===== src/rtl/fpu_issue_ctrl.sv =====
// Issue-side controller for the half-precision FPU: registers one decoded op, strobes it
// into the execution unit, waits for completion (with abort), and hands the result to writeback.
module fpu_issue_ctrl #(
   parameter int TIMEOUT_CYCLES = 64
) (
   input  logic        clk,
   input  logic        rst,
   input  logic        in_valid,
   output logic        in_ready,
   input  logic [23:0] in_sfpu_op,
   input  logic [2:0]  in_fpu_sel,
   input  logic [3:0]  in_float_control,
   input  logic [2:0]  in_fpu_pre,
   input  logic [2:0]  in_rnd,
   input  logic        in_rs1_en,
   input  logic        in_rs2_en,
   input  logic [31:0] in_rs1_d,
   input  logic [31:0] in_rs2_d,
   input  logic [15:0] in_fs1,
   input  logic [15:0] in_fs2,
   input  logic [15:0] in_fs3,
   input  logic [4:0]  in_rd,
   input  logic        in_rd_is_fp,
   output logic        valid_execution,
   output logic [23:0] sfpu_op,
   output logic [2:0]  fpu_sel,
   output logic [3:0]  float_control,
   output logic [2:0]  fpu_pre,
   output logic [2:0]  fpu_rounding,
   output logic        dec_i0_rs1_en_d,
   output logic        dec_i0_rs2_en_d,
   output logic [31:0] gpr_i0_rs1_d,
   output logic [31:0] gpr_i0_rs2_d,
   output logic [15:0] fs1_data,
   output logic [15:0] fs2_data,
   output logic [15:0] fs3_data,
   input  logic        fpu_complete,
   input  logic [15:0] fpu_result_1,
   input  logic [31:0] fpu_result_rd,
   input  logic [4:0]  sflags,
   input  logic        IV_exception,
   output logic        wb_valid,
   input  logic        wb_ready,
   output logic [4:0]  wb_rd,
   output logic        wb_is_fp,
   output logic [31:0] wb_data,
   output logic [4:0]  wb_flags,
   output logic [4:0]  fflags_accrued,
   input  logic        fflags_clr,
   output logic        timeout_err,
   output logic        busy
);

   localparam int CNT_W = $clog2(TIMEOUT_CYCLES + 1);
   localparam logic [CNT_W-1:0] CNT_LAST = CNT_W'(TIMEOUT_CYCLES - 1);

   typedef enum logic [1:0] {S_IDLE, S_ISSUE, S_WAIT, S_WB} state_t;

   state_t           r_state;
   logic [CNT_W-1:0] r_cnt;
   logic             w_wb_hs;
   logic             w_timeout;
   logic             w_capture;

   assign in_ready  = (r_state == S_IDLE);
   assign busy      = (r_state != S_IDLE);
   assign w_wb_hs   = (r_state == S_WB) && wb_ready;
   assign w_capture = ((r_state == S_ISSUE) || (r_state == S_WAIT)) && fpu_complete;
   assign w_timeout = (r_state == S_WAIT) && !fpu_complete && (r_cnt == CNT_LAST);

   always_ff @(posedge clk or posedge rst) begin
      if (rst) begin
         r_state         <= S_IDLE;
         r_cnt           <= '0;
         valid_execution <= 1'b0;
         sfpu_op         <= '0;
         fpu_sel         <= '0;
         float_control   <= '0;
         fpu_pre         <= '0;
         fpu_rounding    <= '0;
         dec_i0_rs1_en_d <= 1'b0;
         dec_i0_rs2_en_d <= 1'b0;
         gpr_i0_rs1_d    <= '0;
         gpr_i0_rs2_d    <= '0;
         fs1_data        <= '0;
         fs2_data        <= '0;
         fs3_data        <= '0;
         wb_valid        <= 1'b0;
         wb_rd           <= '0;
         wb_is_fp        <= 1'b0;
         wb_data         <= '0;
         wb_flags        <= '0;
         fflags_accrued  <= '0;
         timeout_err     <= 1'b0;
      end else begin
         valid_execution <= 1'b0;
         case (r_state)
            S_IDLE: begin
               if (in_valid) begin
                  sfpu_op         <= in_sfpu_op;
                  fpu_sel         <= in_fpu_sel;
                  float_control   <= in_float_control;
                  fpu_pre         <= in_fpu_pre;
                  fpu_rounding    <= in_rnd;
                  dec_i0_rs1_en_d <= in_rs1_en;
                  dec_i0_rs2_en_d <= in_rs2_en;
                  gpr_i0_rs1_d    <= in_rs1_d;
                  gpr_i0_rs2_d    <= in_rs2_d;
                  fs1_data        <= in_fs1;
                  fs2_data        <= in_fs2;
                  fs3_data        <= in_fs3;
                  wb_rd           <= in_rd;
                  wb_is_fp        <= in_rd_is_fp;
                  valid_execution <= 1'b1;
                  r_state         <= S_ISSUE;
               end
            end
            S_ISSUE: begin
               r_cnt   <= '0;
               r_state <= fpu_complete ? S_WB : S_WAIT;
            end
            S_WAIT: begin
               if (fpu_complete) begin
                  r_state <= S_WB;
               end else if (w_timeout) begin
                  r_state <= S_IDLE;
               end else begin
                  r_cnt <= r_cnt + CNT_W'(1);
               end
            end
            default: begin
               if (wb_ready) begin
                  wb_valid <= 1'b0;
                  r_state  <= S_IDLE;
               end
            end
         endcase

         // Result capture: FP destinations are NaN-boxed into the 32-bit writeback word.
         if (w_capture) begin
            wb_valid <= 1'b1;
            wb_data  <= wb_is_fp ? {16'hFFFF, fpu_result_1} : fpu_result_rd;
            wb_flags <= sflags | {IV_exception, 4'b0000};
         end

         // A clear coinciding with a handshake leaves exactly the handshake's flags.
         if (fflags_clr) begin
            fflags_accrued <= w_wb_hs ? wb_flags : 5'b00000;
         end else if (w_wb_hs) begin
            fflags_accrued <= fflags_accrued | wb_flags;
         end

         if (w_timeout) begin
            timeout_err <= 1'b1;
         end else if (fflags_clr) begin
            timeout_err <= 1'b0;
         end
      end
   end

endmodule


===== config.mk =====
export PLATFORM = sky130hd
export DESIGN_NAME = fpu_issue_ctrl
export DESIGN_NICKNAME = d
export VERILOG_FILES = /design/src/rtl/fpu_issue_ctrl.sv
export SDC_FILE = /design/constraint.sdc
export NUM_CORES = 1
export LEC_CHECK = 0
export BUFFER_PORTS_ARGS = -buffer_cell sky130_fd_sc_hd__clkbuf_2
export CORE_AREA = 8 8 157 159
export DETAILED_ROUTE_END_ITERATION = 7
export DIE_AREA = 0 0 165 167
export PLACE_DENSITY = 0.71
export SLEW_MARGIN = 20
export SYNTH_ARGS = -nofsm -noshare
export SYNTH_HDL_FRONTEND = slang
export SYNTH_SLANG_ARGS = --single-unit
export TNS_END_PERCENT = 100

===== constraint.sdc =====
create_clock -name clk -period 10.4 [get_ports clk]
set_clock_uncertainty 0.05 [all_clocks]
set_input_delay 2.08 -clock clk [delete_from_list [all_inputs] [get_ports clk]]
set_output_delay 2.08 -clock clk [all_outputs]
set_load 0.02 [all_outputs]

Word level (Yosys, flattened, before mapping)
Cells that the tools add are included.
{"block": "totals", "regBits": 211, "input_bits": 217, "out_inout_bits": 204, "word_cells": 72}
{"block": "classes", "addsub": 1, "n_eq_ne": 9, "n_mux": 20, "n_bitwise": 2, "reduce_logical": 18}
{"op": "$mux W32", "n": 1}
{"op": "$mux W5", "n": 3}
{"op": "$mux W7", "n": 2}
{"op": "$pmux W7 S2", "n": 1}
{"op": "$or A5 B5 Y5", "n": 2}
{"op": "$reduce_bool A2 Y1", "n": 5}
{"op": "$mux W1", "n": 8}
{"op": "$mux W2", "n": 4}
{"op": "$add A7 B1 Y7 const B", "n": 1}
{"op": "$eq A7 B6 Y1 const B", "n": 1}
{"op": "$ne A2 B2 Y1 const B", "n": 3}
{"op": "$pmux W2 S3", "n": 1}
{"op": "$reduce_and A3 Y1", "n": 2}
{"op": "$eq A2 B2 Y1 const B", "n": 2}
{"op": "$logic_and A1 B1 Y1", "n": 4}
{"op": "$reduce_and A2 Y1", "n": 2}
{"op": "$reduce_bool A4 Y1", "n": 1}
{"op": "$ne A3 B3 Y1 const B", "n": 1}
{"op": "$reduce_or A3 Y1", "n": 1}
{"op": "$eq A2 B1 Y1 const B", "n": 1}
{"op": "$logic_not A2 Y1", "n": 1}
{"op": "$ne A2 B1 Y1 const B", "n": 1}
{"op": "$logic_not A1 Y1", "n": 1}
{"op": "$logic_or A1 B1 Y1", "n": 1}

Logic depth before layout (Yosys ltp)
Gate-level depths: netlist of run 1.
{"block": "depth", "depth_word": 6, "depth_mapped": 7, "mapped_depth_nobuf": 6}

Least setup slack after synthesis of run 1
No wires, ideal clock.
{"block": "synth_path", "kind": "reg-to-output", "start": "register r_state[1]", "end": "output port busy", "arrival_time_ns": 1.015, "required_time_ns": 8.270, "path_slack_ns": 7.255, "stages_incl_launch_ff": 4, "n_path_buf": 0, "cell_sequence": "dfrtp_1 > inv_1 > ha_1 > inv_1"}
{"block": "synth_between", "elab_chain_cells": 1}
{"item": "start, declared", "line_no": "59", "rtl": "state_t r_state;"}
{"item": "start signal, assigned", "line_no": "120", "rtl": "r_state <= fpu_complete ? S_WB : S_WAIT;"}
{"item": "$reduce_bool A2 Y1", "line_no": "66", "rtl": "assign busy = (r_state != S_IDLE);"}
{"item": "end, declared", "line_no": "51", "rtl": "output logic busy"}
No other way between the ends.

Final worst setup path of run 1
{"block": "layout_path", "start": "input port in_valid", "end": "register gpr_i0_rs1_d[27]"}
{"block": "layout_between", "elab_chain_cells": 1}
{"item": "start, declared", "line_no": "8", "rtl": "input logic in_valid,"}
{"item": "$reduce_and A2 Y1 (no source line)"}
{"item": "end signal, assigned", "line_no": "107", "rtl": "gpr_i0_rs1_d <= in_rs1_d;"}
{"item": "end, declared", "line_no": "32", "rtl": "output logic [31:0] gpr_i0_rs1_d,"}
No other way between the ends.
A chain may end at the register's enable or synchronous reset.

==> results of run 1 <==
cells by family after synthesis:
family                   count (synthesis)  synth area share (%)
multiplexers                           179                  23.9
flip-flops                             211                  63.1
buffers and inverters                   43                  3.71
adder cells (fa/ha/maj)                  6                 0.898
AO/OA/AOI/OAI                           62                  4.44
AND/OR/NAND/NOR                         73                  3.93
state kept, by name, summed over array words and instances, names as in the netlist:
register         cells
dec_i0_rs1_en_d      1
dec_i0_rs2_en_d      1
fflags_accrued       5
float_control        4
fpu_pre              3
fpu_rounding         3
fpu_sel              3
fs1_data            16
fs2_data            16
fs3_data            16
gpr_i0_rs1_d        32
gpr_i0_rs2_d        32
r_cnt                7
r_state              2
sfpu_op             24
timeout_err          1
valid_execution      1
wb_data             32
wb_flags             5
wb_is_fp             1
wb_rd                5
wb_valid             1
power by group:
part	switching [mW]	internal, mW
combinational	1.06	0.705
sequential	0.216	1.22
clock	0.315	0.568
total	1.59	2.49
layer usage:
metal	share of wire (%)	track usage (%)	up-vias
met2	49	28.1	288
met5	0	0	-
li1	-	-	2839
met3	12	6.14	37
met1	36	18.5	2904
met4	2.6	5.49	0
cell type report:
cell class                 count  area [µm²]
clock buffer                  29         618
clock inverter                10         204
fill                        1991       10800
inverter                      12        52.6
multi-input combinational    320        2780
sequential                   211        5280
tap                          285         357
timing repair buffer         423        2130
worst register-to-register path, delay by kind of cell, from the launching register on:
kind	cells	cell delay, ns
muxes	1	0.46
buffers and inverters	2	1.12
adders and majority gates	1	0.33
DFF	1	0.44
and+or+nand+nor	1	0.86
cell usage after synthesis (all sizes together) (2+ instances only):
library cell	count	area share [%]
mux2	162	22
nand2	4	0.18
ha	6	0.90
and3b	2	0.21
buf	30	3.1
and2	2	0.18
nand3	6	0.36
and3	4	0.36
nor2	52	2.3
inv	12	0.54
o21ai	11	0.66
a21oi	36	2.2
mux2i	17	2.0
dfrtp	211	63
a31oi	7	0.70
worst paths after layout:
| check | start | to | slack, ns | cells after the start |
|---|---|---|---|---|
| worst max-delay path | in_valid | gpr_i0_rs1_d[27]$_DFFE_PP0P_ | 6.36 | 4 |
| worst min-delay path | wb_valid$_DFFE_PP0P_ | wb_valid$_DFFE_PP0P_ | 0.44 | 1 |
| worst max register to register | r_state[1]$_DFFE_PP0P_ | gpr_i0_rs1_d[27]$_DFFE_PP0P_ | 7.03 | 5 |
| worst min register to register | wb_valid$_DFFE_PP0P_ | wb_valid$_DFFE_PP0P_ | 0.44 | 1 |
| max in group asynchronous | rst | sfpu_op[18]$_DFFE_PP0P_ | 7.26 | 3 |
| min in group asynchronous | rst | gpr_i0_rs1_d[31]$_DFFE_PP0P_ | 1.73 | 2 |
metrics by stage:
step	setup slack, ns	power, mW	hold WS (ns)	cell area, µm²
2_1_floorplan	2.50	2.62	0.417	8360
3_3_place_gp	5.83	3.19	0.411	10600
3_5_place_dp	5.81	3.24	0.442	10600
4_1_cts	6.35	4.14	0.456	11400
5_1_grt	6.20	4.31	0.465	11400
6_report	6.36	4.08	0.444	11400
==> reports/metrics.csv, run 1 <==
stage,metric,value,unit
timing,hold_viol,0,
clock_network,clock_latency,0.49,ns
synthesis,synthCells,574,
power_and_ir_drop,ir_worst_vdd,0.256,mV
synthesis,seq_area_frac_synth,63.1,%
critical_path,path_delay_family,buffers and inverters,
finish,insertedDiodeCount,0,
finish,final_cells,1290,
timing,worst_pin_slew,1.03,ns
clock_network,cts_hold_buf,0,
timing,fmax,248,MHz
power_and_ir_drop,total_leakage_power,5.67,nW
clock_network,cts_buffers,23,
synthesis,synth-seq-cells,211,
synthesis,async_flop_share,100,%
finish,final_common_cell,clkbuf_2,
synthesis,syn_area,8360,µm²
critical_path,worstPathRequired,10.72,ns
placement,io_buffers,420,
timing,setup_viol,0,
critical_path,critPathBufInv,2,
clock_network,h-tree-depth,1,
synthesis,ys.flop_type,dfrtp_1,
power_and_ir_drop,power.density,357,nW/µm²
critical_path,crit_fanout,85,
clock_network,clockBufferDepth,3,
timing,rsz0062_at_grt,no,
finish,fin_nets,1214,
route,via_per_inst,4.70,
grt,grt_pass1_vias,6540,
critical_path,max_stage_delay,0.95,ns
finish,layout_common_cells,"clkbuf_2 (420), dfrtp_1 (211), mux2_2 (161)",
floorplan,core_area,22200,µm²
clock_network,path_clk_slew,0.06,ns
timing,tns,0,ns
critical_path,critPathCaptureType,register,
route,post_drt_wl_per_cell,18.5,µm
route,drc,0,
floorplan,start_util,37.6,%
route,vias,6068,
synthesis,synth_nets,797,
placement,numPlacedInstances,1251,
clock_network,cts_tree,yes,
synthesis,ys.warnings.count,0,
grt,grt_pass1_wl,36.2,mm
route,drtPass1Iterations,4,
clock_network,cts-root-buf,clkbuf_16,
run,max_cap_viol_count,0,
timing,drv_slew,0,
worst_hold_path,hp-class,register to register,
clock_network,postCtsResizedCells,0,
grt,antenna_found_initial,0,
floorplan,rows,55,
finish,drive_gt1_share,62.5,%
route,drt_iter0_drc,275,
placement,hpwlAfterDp,18.5,mm
grt,track_usage,16.5,%
timing,slew_headroom,31.2,%
finish,fin_util,51.4,%
critical_path,cp_cell_sequence,clkbuf_2 -> and2_4 -> buf_4 -> mux2_2,
critical_path,cp-start-kind,primary input,
grt,gr-total-overflow,0,
synthesis,synth.avg_cell_area,14.6,µm²
critical_path,cp.arrival,4.36,ns
timing,layout_min_cycle_time,4.04,ns
synthesis,ys_types,34,
route,ant_nets,0,
outcome,outcome,"complete, no violations",
synthesis,synth_edf_count,0,
route,wl,23.8,mm
critical_path,critPathKind,primary input to register,
floorplan,die_x,165,µm
finish,syn2layout_area_growth,36.5,%
clock_network,clock_sinks,211,
floorplan,io_pins,421,
clock_network,cts_setup_buffers,0,
grt,grt_max_degree,132,
timing,fin_crit_sh,38.8,%
floorplan,dieArea,27600,µm²
placement,gp_congestion,0.787,
floorplan,die_h,167,µm
critical_path,slowest_stage,buf_4,
No activity file was read; power rests on OpenSTA's default activity.
==> run 2: changes to the inputs <==
Settings changed: ABC_AREA set to 1, CORE_AREA 8 8 157 159 to 8 8 158 160, DIE_AREA 0 0 165 167 to 0 0 166 168.
Clock period 10.4 ns to 3.9 ns, I/O delays scaled along.
==> reports/metrics.csv, run 2 <==
stage,metric,value,unit,change
route,drtPass1Iterations,4,,unchanged
clock_network,cts_buffers,23,,unchanged
synthesis,synth_nets,1173,,+47%
placement,io_buffers,420,,unchanged
route,drt_iter0_drc,482,,+75%
finish,syn2layout_area_growth,36.9,%,
synthesis,async_flop_share,100,%,unchanged
finish,insertedDiodeCount,0,,unchanged
floorplan,die_x,166,µm,+0.61%
clock_network,h-tree-depth,1,,unchanged
finish,layout_common_cells,"nand2_1 (538), clkbuf_2 (420), dfrtp_1 (211)",,
timing,tns,0,ns,unchanged
finish,final_common_cell,nand2_1,,
route,wl,26.9,mm,+13%
grt,grt_pass1_vias,7911,,+21%
synthesis,synthTopCellsByArea,"dfrtp_1 (62%), nand2_1 (24%), a21oi_2 (2.7%)",,
placement,hpwlAfterDp,20.1,mm,+8.8%
critical_path,reg2reg_depth,8,,+3
critical_path,critPathCaptureType,output port,,
timing,slew_headroom,40.9,%,+9.8 points
synthesis,seq_area_frac_synth,62.2,%,-0.92 points
clock_network,clock_sinks,211,,unchanged
critical_path,startpoint,r_state[0]$_DFFE_PP0P_,,
route,post_drt_wl_per_cell,16.1,µm,-13%
grt,antenna_found_initial,0,,unchanged
synthesis,synth_top_cell_area_share,62.2,%,-0.92 points
floorplan,io_pins,421,,unchanged
run,max_cap_viol_count,0,,unchanged
synthesis,ys.warnings.count,0,,unchanged
critical_path,slowest_stage,dfrtp_1,,
floorplan,dieArea,27900,µm²,+1.2%
critical_path,cp-start-kind,register,,
critical_path,cp_cell_sequence,inv_1 -> ha_1 -> inv_1 -> clkbuf_2,,
critical_path,worstPathRequired,3.07,ns,-7.65 ns
placement,post-place-ws,1.66,ns,-4.16 ns
synthesis,synth.avg_cell_area,8.93,µm²,-39%
finish,drive_gt1_share,37.0,%,-25 points
placement,gp_congestion,0.792,,+0.72%
finish,register_area,5280,µm²,unchanged
clock_network,path_clk_slew,0.06,ns,about the same
finish,nFillCells,2146,,+7.8%
timing,worst_slack,1.45,ns,-4.91 ns
synthesis,ys_types,26,,-24%
critical_path,path_delay_family,buffers and inverters,,
synthesis,synthCells,950,,+66%
power_and_ir_drop,total_leakage_power,6.70,nW,+18%
critical_path,cp.arrival,1.62,ns,-2.74 ns
grt,gr-total-overflow,0,,unchanged
synthesis,synth-seq-cells,211,,unchanged
route,via_per_inst,4.55,,-3.2%
critical_path,critPathBufInv,3,,+1
timing,rsz0062_at_grt,no,,
power_and_ir_drop,ir_worst_vdd,0.454,mV,+78%
clock_network,clock_latency,0.50,ns,about the same
clock_network,cts_setup_buffers,0,,unchanged
critical_path,crit_fanout,5,,-94%
floorplan,start_util,38.0,%,+0.32 points
grt,grt_max_degree,84,,-36%
power_and_ir_drop,power.density,913,nW/µm²,+160%
finish,fin_nets,1587,,+31%
grt,track_usage,18.7,%,+2.3 points
critical_path,rr_startpoint,r_state[0]$_DFFE_PP0P_,,
timing,fmax,408,MHz,
synthesis,syn_area,8490,µm²,+1.5%
finish,final_area,11600,µm²,+1.8%
synthesis,yosysMostFrequentCell,nand2_1,,
floorplan,core_area,22400,µm²,+0.62%
placement,numPlacedInstances,1623,,+30%
synthesis,synth_common_cells,"nand2_1 (539), dfrtp_1 (211), nor2_1 (40)",,
clock_network,cts_tree,yes,,
route,vias,7581,,+25%
timing,drv_slew,0,,unchanged
synthesis,synth_edf_count,0,,unchanged
worst_hold_path,hp-class,primary input to async pin,,
clock_network,postCtsResizedCells,0,,unchanged
timing,setup_viol,0,,unchanged
placement,placed_area,10800,µm²,+2.2%
power_and_ir_drop,finalPower,10.6,mW,+160%
synthesis,synth_area_leader_cell,dfrtp_1,,
critical_path,crit_top_cell,inv_1,,
outcome,outcome,"complete, no violations",,
timing,hold_viol,0,,unchanged
finish,multi_input_area,2860,µm²,+2.9%
critical_path,cp_num_cells,4,,unchanged
route,drc,0,,unchanged
clock_network,cts_hold_buf,0,,unchanged
route,ant_nets,0,,unchanged
finish,final_cells,1665,,+29%
grt,grt_pass1_wl,42.9,mm,+19%
floorplan,die_h,168,µm,+0.60%
clock_network,clockBufferDepth,3,,unchanged
synthesis,ys.flop_type,dfrtp_1,,
timing,layout_min_cycle_time,2.45,ns,
timing,worst_pin_slew,0.886,ns,-0.147 ns
finish,reg.largest.list,"gpr_i0_rs1_d: 32 flops, gpr_i0_rs2_d: 32 flops, wb_data: 32 flops",,
floorplan,rows,55,,unchanged
timing,fin_crit_sh,62.8,%,
critical_path,critPathKind,register to output port,,
critical_path,max_stage_delay,0.42,ns,-0.53 ns
clock_network,cts-root-buf,clkbuf_16,,
-- run 2: layer usage --
metal / up-vias / global-route usage (%) / routed length, µm
li1: 3736 / - / -
met1: 3472 / 21.9 / 10800
met2: 323 / 32.0 / 12900
met3: 50 / 6.34 / 2410
met4: 0 / 6.28 / 782
met5: - / 0 / 0
-- run 2: final timing paths --
| check | endpoint | slack, ns |
|---|---|---|
| worst max-delay path | busy | 1.45 |
| max in group asynchronous | gpr_i0_rs2_d[13]$_DFFE_PP0P_ | 2.79 |
| worst max register to register | r_state[1]$_DFFE_PP0P_ | 1.73 |
| worst min-delay path | sfpu_op[8]$_DFFE_PP0P_ | 0.23 |
| worst min register to register | sfpu_op[7]$_DFFE_PP0P_ | 0.43 |
| min in group clk | gpr_i0_rs2_d[1]$_DFFE_PP0P_ | 0.41 |
-- run 2: cell type report --
type / instances / share of cell area, %
sequential: 211 / 45.4
multi-input combinational: 675 / 24.6
timing repair buffer: 436 / 19.6
clock buffer: 30 / 5.27
tap: 285 / 3.07
clock inverter: 11 / 1.46
inverter: 17 / 0.603
-- run 2: cell families after synthesis --
logic type / synth area share, %
buffers and inverters: 4.22
flip-flops: 62.2
XOR/XNOR: 0.103
AO/OA/AOI/OAI: 5.03
AND/OR/NAND/NOR: 27.6
adder cells (fa/ha/maj): 0.884
-- run 2: power breakdown --
| part | switching (mW) | internal (mW) |
|---|---|---|
| sequential | 0.573 | 3.20 |
| clock | 0.879 | 1.38 |
| combinational | 3.17 | 1.41 |
-- run 2: stage by stage --
stage | hold slack [ns] | util [%]
2_1_floorplan | 0.461 | -
3_3_place_gp | 0.406 | 48.4
3_5_place_dp | 0.414 | 48.4
4_1_cts | 0.386 | 51.9
5_1_grt | 0.248 | 51.9
6_report | 0.234 | 51.9
